## src/rtl/regfile_wb_arbiter_if.sv

```systemverilog
// Writeback request bus: NUM_REQ valid/ready lanes with dest and data.
// master drives valid/addr/data; slave (arbiter) drives one-hot ready.
interface regfile_wb_arbiter_if #(
  parameter int NUM_REQ = 2,
  parameter int XLEN    = 32
);
  logic [NUM_REQ-1:0]      req_valid;
  logic [5*NUM_REQ-1:0]    req_addr;
  logic [XLEN*NUM_REQ-1:0] req_data;
  logic [NUM_REQ-1:0]      req_ready;

  modport master (
    output req_valid,
    output req_addr,
    output req_data,
    input  req_ready
  );

  modport slave (
    input  req_valid,
    input  req_addr,
    input  req_data,
    output req_ready
  );
endinterface

```

## src/rtl/regfile_wb_arbiter.sv

```systemverilog
// Round-robin writeback arbiter for the single regfile write port.
// Ports: clk, reset (async active-low), wb (request bus, slave),
//   reserve_valid/addr/ready (issue reservation), rs1/rs2_addr,
//   stall, busy[31:0] scoreboard, wr_en/wr_addr/wr_data to regfile.
// Optional: REGFILE_WB_BYPASS_EN releases stall in the grant cycle.
module regfile_wb_arbiter #(
  parameter int NUM_REQ = 2,
  parameter int XLEN    = 32
) (
  input  logic            clk,
  input  logic            reset,
  regfile_wb_arbiter_if.slave wb,
  input  logic            reserve_valid,
  input  logic [4:0]      reserve_addr,
  output logic            reserve_ready,
  input  logic [4:0]      rs1_addr,
  input  logic [4:0]      rs2_addr,
  output logic            stall,
  output logic [31:0]     busy,
  output logic            wr_en,
  output logic [4:0]      wr_addr,
  output logic [XLEN-1:0] wr_data
);

  localparam int PW = (NUM_REQ > 2) ? 2 : 1;

  logic [PW-1:0]      rr_ptr;
  logic [PW-1:0]      nxt_ptr;
  logic [NUM_REQ-1:0] gnt;
  logic               found;
  logic [4:0]         g_addr;
  logic [XLEN-1:0]    g_data;
  int                 ptr;

  // Two passes: indices >= rr_ptr first, then the wrapped ones.
  always_comb begin
    gnt     = '0;
    found   = 1'b0;
    nxt_ptr = rr_ptr;
    g_addr  = '0;
    g_data  = '0;
    ptr     = int'(rr_ptr);
    for (int p = 0; p < 2; p++) begin
      for (int i = 0; i < NUM_REQ; i++) begin
        if (!found && wb.req_valid[i] &&
            ((p == 0) == (i >= ptr))) begin
          found   = 1'b1;
          gnt[i]  = 1'b1;
          nxt_ptr = PW'((i + 1) % NUM_REQ);
          g_addr  = wb.req_addr[5*i +: 5];
          g_data  = wb.req_data[XLEN*i +: XLEN];
        end
      end
    end
  end

  assign wb.req_ready = gnt;

  logic        clr_en;
  logic        set_en;
  logic [31:0] busy_nxt;

  assign clr_en = found && (g_addr != 5'd0);

  // A reservation may reuse a register whose write retires this cycle.
  assign reserve_ready = !busy[reserve_addr]
                       | (clr_en && (g_addr == reserve_addr))
                       | (reserve_addr == 5'd0);

  assign set_en = reserve_valid && reserve_ready
               && (reserve_addr != 5'd0);

  // Set is applied after clear so a same-cycle reuse stays busy.
  always_comb begin
    busy_nxt = busy;
    if (clr_en) busy_nxt[g_addr] = 1'b0;
    if (set_en) busy_nxt[reserve_addr] = 1'b1;
    busy_nxt[0] = 1'b0;
  end

  logic hz1;
  logic hz2;

`ifdef REGFILE_WB_BYPASS_EN
  assign hz1 = busy[rs1_addr] & ~(found && (g_addr == rs1_addr));
  assign hz2 = busy[rs2_addr] & ~(found && (g_addr == rs2_addr));
`else
  assign hz1 = busy[rs1_addr];
  assign hz2 = busy[rs2_addr];
`endif

  assign stall = ((rs1_addr != 5'd0) & hz1)
               | ((rs2_addr != 5'd0) & hz2);

  always_ff @(posedge clk or negedge reset) begin
    if (!reset) begin
      rr_ptr  <= '0;
      busy    <= '0;
      wr_en   <= 1'b0;
      wr_addr <= '0;
      wr_data <= '0;
    end else begin
      busy <= busy_nxt;
      if (found) begin
        rr_ptr  <= nxt_ptr;
        wr_en   <= (g_addr != 5'd0);
        wr_addr <= g_addr;
        wr_data <= g_data;
      end else begin
        wr_en <= 1'b0;
      end
    end
  end

endmodule

```

## src/flat_wrapper.sv

```systemverilog
// flat-port wrapper written by rule: the top's interface ports become plain ports
module regfile_wb_arbiter_flat 
#(
  parameter int NUM_REQ = 2,
  parameter int XLEN    = 32
)
  (clk, reset, reserve_valid, reserve_addr, reserve_ready, rs1_addr, rs2_addr, stall, busy, wr_en, wr_addr, wr_data, wb_req_valid, wb_req_addr, wb_req_data, wb_req_ready);
  regfile_wb_arbiter_if #(.NUM_REQ(NUM_REQ), .XLEN(XLEN)) wb_i ();
  input  logic clk;
  input  logic reset;
  input  logic reserve_valid;
  input  logic [4:0] reserve_addr;
  output logic reserve_ready;
  input  logic [4:0] rs1_addr;
  input  logic [4:0] rs2_addr;
  output logic stall;
  output logic [31:0] busy;
  output logic wr_en;
  output logic [4:0] wr_addr;
  output logic [XLEN-1:0] wr_data;
  input wire logic [$bits(wb_i.req_valid)-1:0] wb_req_valid;
  input wire logic [$bits(wb_i.req_addr)-1:0] wb_req_addr;
  input wire logic [$bits(wb_i.req_data)-1:0] wb_req_data;
  output wire logic [$bits(wb_i.req_ready)-1:0] wb_req_ready;
  assign wb_i.req_valid = wb_req_valid;
  assign wb_i.req_addr = wb_req_addr;
  assign wb_i.req_data = wb_req_data;
  assign wb_req_ready = wb_i.req_ready;
  regfile_wb_arbiter #(.NUM_REQ(NUM_REQ), .XLEN(XLEN)) u_core (.clk(clk), .reset(reset), .wb(wb_i), .reserve_valid(reserve_valid), .reserve_addr(reserve_addr), .reserve_ready(reserve_ready), .rs1_addr(rs1_addr), .rs2_addr(rs2_addr), .stall(stall), .busy(busy), .wr_en(wr_en), .wr_addr(wr_addr), .wr_data(wr_data));
endmodule
```

## config.mk

```make
export PLATFORM = sky130hd
export DESIGN_NAME = regfile_wb_arbiter_flat
export DESIGN_NICKNAME = d
export VERILOG_FILES = /design/src/rtl/regfile_wb_arbiter_if.sv /design/src/rtl/regfile_wb_arbiter.sv /design/src/flat_wrapper.sv
export SDC_FILE = /design/constraint.sdc
export NUM_CORES = 1
export LEC_CHECK = 0
export ABC_AREA = 1
export CAP_MARGIN = 20
export CELL_PAD_IN_SITES_DETAIL_PLACEMENT = 1
export CELL_PAD_IN_SITES_GLOBAL_PLACEMENT = 1
export CORE_UTILIZATION = 28
export CTS_BUF_LIST = sky130_fd_sc_hd__clkbuf_16
export DETAILED_ROUTE_END_ITERATION = 8
export PLACE_DENSITY = 0.85
export SYNTH_ARGS = -nofsm -noshare
export SYNTH_HDL_FRONTEND = slang
export SYNTH_SLANG_ARGS = --single-unit
```

## constraint.sdc

```tcl
create_clock -name clk -period 1.5 [get_ports clk]
set_input_delay 0.225 -clock clk [delete_from_list [all_inputs] [get_ports clk]]
set_output_delay 0.225 -clock clk [all_outputs]
set_load 0.1 [all_outputs]
```

==> impl_metrics.csv <==
group,metric,value,unit
worst_setup_path,critPathBufInv,6,
timing,hold_viol,0,
logic_synthesis,synth_compound_area_share,16.9,%
logic_synthesis,synth_nets,738,
timing,max_clock_freq,398,MHz
timing,maxSlewHeadroom,59.1,%
logic_synthesis,synthSimpleGateAreaFrac,35.1,%
global_routing,grt_pass1_vias,7426,
timing,fin_skew,0.0129,ns
drt,post_drt_wl_per_cell,31.6,um
clock_network,cts_sinks,70,
global_routing,grt_pass1_wl,46700,um
timing,timing.final.crit_share,168,%
die,die_area,16600,sq um
global_routing,antenna_found_initial,0,
clock_network,clk_latency,0.36,ns
worst_setup_path,crit_chain,"clkdlybuf4s50_1 > inv_1 > nor3_1 > nand2_1 > nand2_1 > inv_1 > nand2_1 > nor2_2 > nand2_4 > buf_4 > buf_12 > buf_8 > nand3_2 > nand2_1",
die,coreArea,15400,sq um
die,dieHeight,129,um
logic_synthesis,synthCells,644,
power,p_total,13.3,mW
logic_synthesis,synthXorXnorAreaFrac,0,%
logic_synthesis,synth_area,4500,sq um
drt,vias_per_cell,6.17,
cells_and_area,area_growth,116,%
drt,firstDrtPassIters,6,
status,failed_checks,"setup timing",
power,ir_drop,0.000787,V
logic_synthesis,synth_warnings,0,
logic_synthesis,synth_top_cell_by_area,"dfrtp_1",
drt,drc_errors,0,
worst_setup_path,path_class,"in2reg",
logic_synthesis,avgSynthCellArea,6.99,sq um
clock_network,cts_max_level,3,
clock_network,cts_buffers,9,
clock_network,clkTransAtPathRegs,0.08,ns
drt,ant_nets,0,
timing,worst_pin_slew,0.614,ns
logic_synthesis,ys_seq_elements,70,
worst_setup_path,cp_max_fo,7,
cells_and_area,nNetsFinal,1030,
die,std_cell_rows,45,
worst_setup_path,required,1.76,ns
power,p_per_area,1370,nW/um^2
worst_setup_path,r2r_slack,-0.87,ns
worst_setup_path,rr_worst_depth,16,
worst_setup_path,critical_path.max_stage_delay,0.59,ns
worst_hold_path,hold_class,"in2async",
logic_synthesis,synth.area.mux_share,0,%
drt,vias,7110,
placement,port_buffers,166,
logic_synthesis,synth_top_area_share,38.9,%
logic_synthesis,synth_top_family_by_area,"simple AND/OR/NAND/NOR gates",
status,status,"finished with violations",
global_routing,grt_max_degree,33,
worst_setup_path,crit_path_start_kind,"input port",
power,p_leak,4.21,nW
die,pin_count,168,
flow_run,maxCapViolCount,0,
die,initial_utilization,29.2,%
timing,layout_setup_ws,-1.01,ns
global_routing,overflow,0,
timing,slew_violations,0,
cells_and_area,final_layout_size_suffix_gt1_share,48.6,%
worst_setup_path,worstPathArrival,2.78,ns
logic_synthesis,ys_types,24,
timing,min_period,2.51,ns
drt,wl,36400,um
timing,rsz0062_at_grt,"yes",
drt,detail_route.iter0.violations,697,
clock_network,cts_buffer_depth,2,
timing,tns,-43.20,ns
global_routing,grtUsageTotal,38.5,%
placement,gp_congestion,0.892,
clock_network,cts_tree,"done",
worst_setup_path,crit_slowest_cell,"clkdlybuf4s50_1",
logic_synthesis,yosysSeqAreaShare,38.9,%
die,die_w,129,um
worst_setup_path,end_kind,"flop",
timing,setup_viol,72,
logic_synthesis,synth_fa_ha_area_share,0,%
worst_setup_path,r2r_end,"u_core.busy[22]",
worst_setup_path,critPathMostFrequentCell,"nand2_1",
worst_setup_path,cp_top_family,"simple AND/OR/NAND/NOR gates",
logic_synthesis,synthTopCellsByArea,"dfrtp_1, nand2_1, nor2_1, o21ai_0, nand3_2",
placement,post-dp-hpwl,17000,um
cells_and_area,fillCellCount,1672,
clock_network,cts_root_buffer,"clkbuf_16",
worst_setup_path,reg2reg_from,"u_core.busy[28]",
through the flow:
stage / util [%] / instances / hold slack, ns / instance area, sq um / setup slack [ns]
2_1_floorplan: - / 644 / -0.0706 / 4590 / -0.463
3_3_place_gp: 52.0 / 1105 / 0.193 / 8020 / -0.830
3_5_place_dp: 52.0 / 1105 / 0.196 / 8020 / -0.936
4_1_cts: 59.0 / 1146 / 0.391 / 9110 / -0.629
5_1_grt: 62.9 / 1152 / 0.398 / 9710 / -1.00
6_report: 63.0 / 1153 / 0.366 / 9710 / -1.01
layout by cell type, fill, tap and decap left out, types with 3 or more instances in the layout:
master	n
nor3_2	5
nor2_2	27
o21ai_0	45
o32ai_2	14
clkdlybuf4s50_1	84
nand3_4	6
clkbuf_16	10
o21ai_1	15
a21oi_2	3
dfrtp_1	38
nor3_1	15
o211ai_1	4
nor2_4	21
nand2_4	10
o21ai_2	5
inv_4	4
nand2_2	19
nand3_1	20
o22ai_4	13
o32ai_4	4
nand2_1	134
buf_4	106
dfrtp_2	32
nor2_1	51
inv_2	16
inv_1	42
buf_6	15
buf_8	7
a21oi_1	21
dlygate4sd2_1	6
buf_12	88
nand3_2	35
cell type report:
cell class | count | area (sq um) | area share [%]
inverter | 63 | 265 | 2.73
timing repair buffer | 313 | 3840 | 39.6
multi-input combinational | 479 | 3260 | 33.6
tap | 211 | 264 | 2.72
clock buffer | 9 | 225 | 2.32
clock inverter | 7 | 58.8 | 0.605
antenna | 1 | 2.50 | 0.0258
sequential | 70 | 1790 | 18.4
state kept, by name (all words and copies together), names as in the netlist:
signal / cells
u_core.busy: 31
u_core.wr_addr: 5
u_core.rr_ptr: 1
u_core.wr_data: 32
u_core.wr_en: 1
power breakdown:
part	internal (mW)	total (mW)	leakage [nW]	switching, mW
clock network	1.27	2.29	0.147	1.02
logic	3.04	8.22	3.26	5.18
registers	2.27	2.83	0.800	0.564
cells by family after synthesis:
kind of cell           Yosys count
other                            1
and+or+nand+nor                348
buffers and inverters           95
DFF                             70
AOI/OAI and AO/OA              130
synthesized netlist by cell type, drive strengths merged:
cell / number
inv: 62
nor2: 99
buf: 16
a21oi: 25
dfrtp: 70
nand4: 2
o32ai: 18
nand2: 164
conb: 1
o211ai: 4
nor3: 22
o31ai: 2
o22ai: 15
clkbuf: 16
nand3: 61
o21ai: 66
clkinv: 1
per-layer routing:
metal  vias up  wire, um  GRT usage, %
met2       650     16300          65.2
met4         0      3380          24.3
met3       282      3960          11.6
met1      3448     12800          42.2
met5         -         0             0
li1       2730         -             -
worst max-delay path by stage:
stage / startpoint / cells after the start / endpoint / slack [ns]
4_1_cts: u_core.rr_ptr / 11 / reserve_ready / -0.63
2_1_floorplan: wb_req_valid[1] / 10 / reserve_ready / -0.46
6_report: reserve_addr[3] / 14 / u_core.busy[22] / -1.01
5_1_grt: reserve_addr[3] / 10 / reserve_ready / -1.00
3_3_place_gp: wb_req_valid[1] / 12 / reserve_ready / -0.83
3_5_place_dp: wb_req_valid[1] / 14 / u_core.busy[29] / -0.94
timing repair:
| action | CTS | global route |
|---|---|---|
| endpoints found under the hold margin | 26 | 0 |
| setup endpoints to repair | 68 | 70 |
| pin swaps | 33 | 34 |
| setup buffers | 18 | 11 |
| hold buffers | 1 | 0 |
| gates cloned | 6 | 1 |
| gates resized for setup | 144 | 150 |
Note: power is estimated with default switching activity, not from simulation.
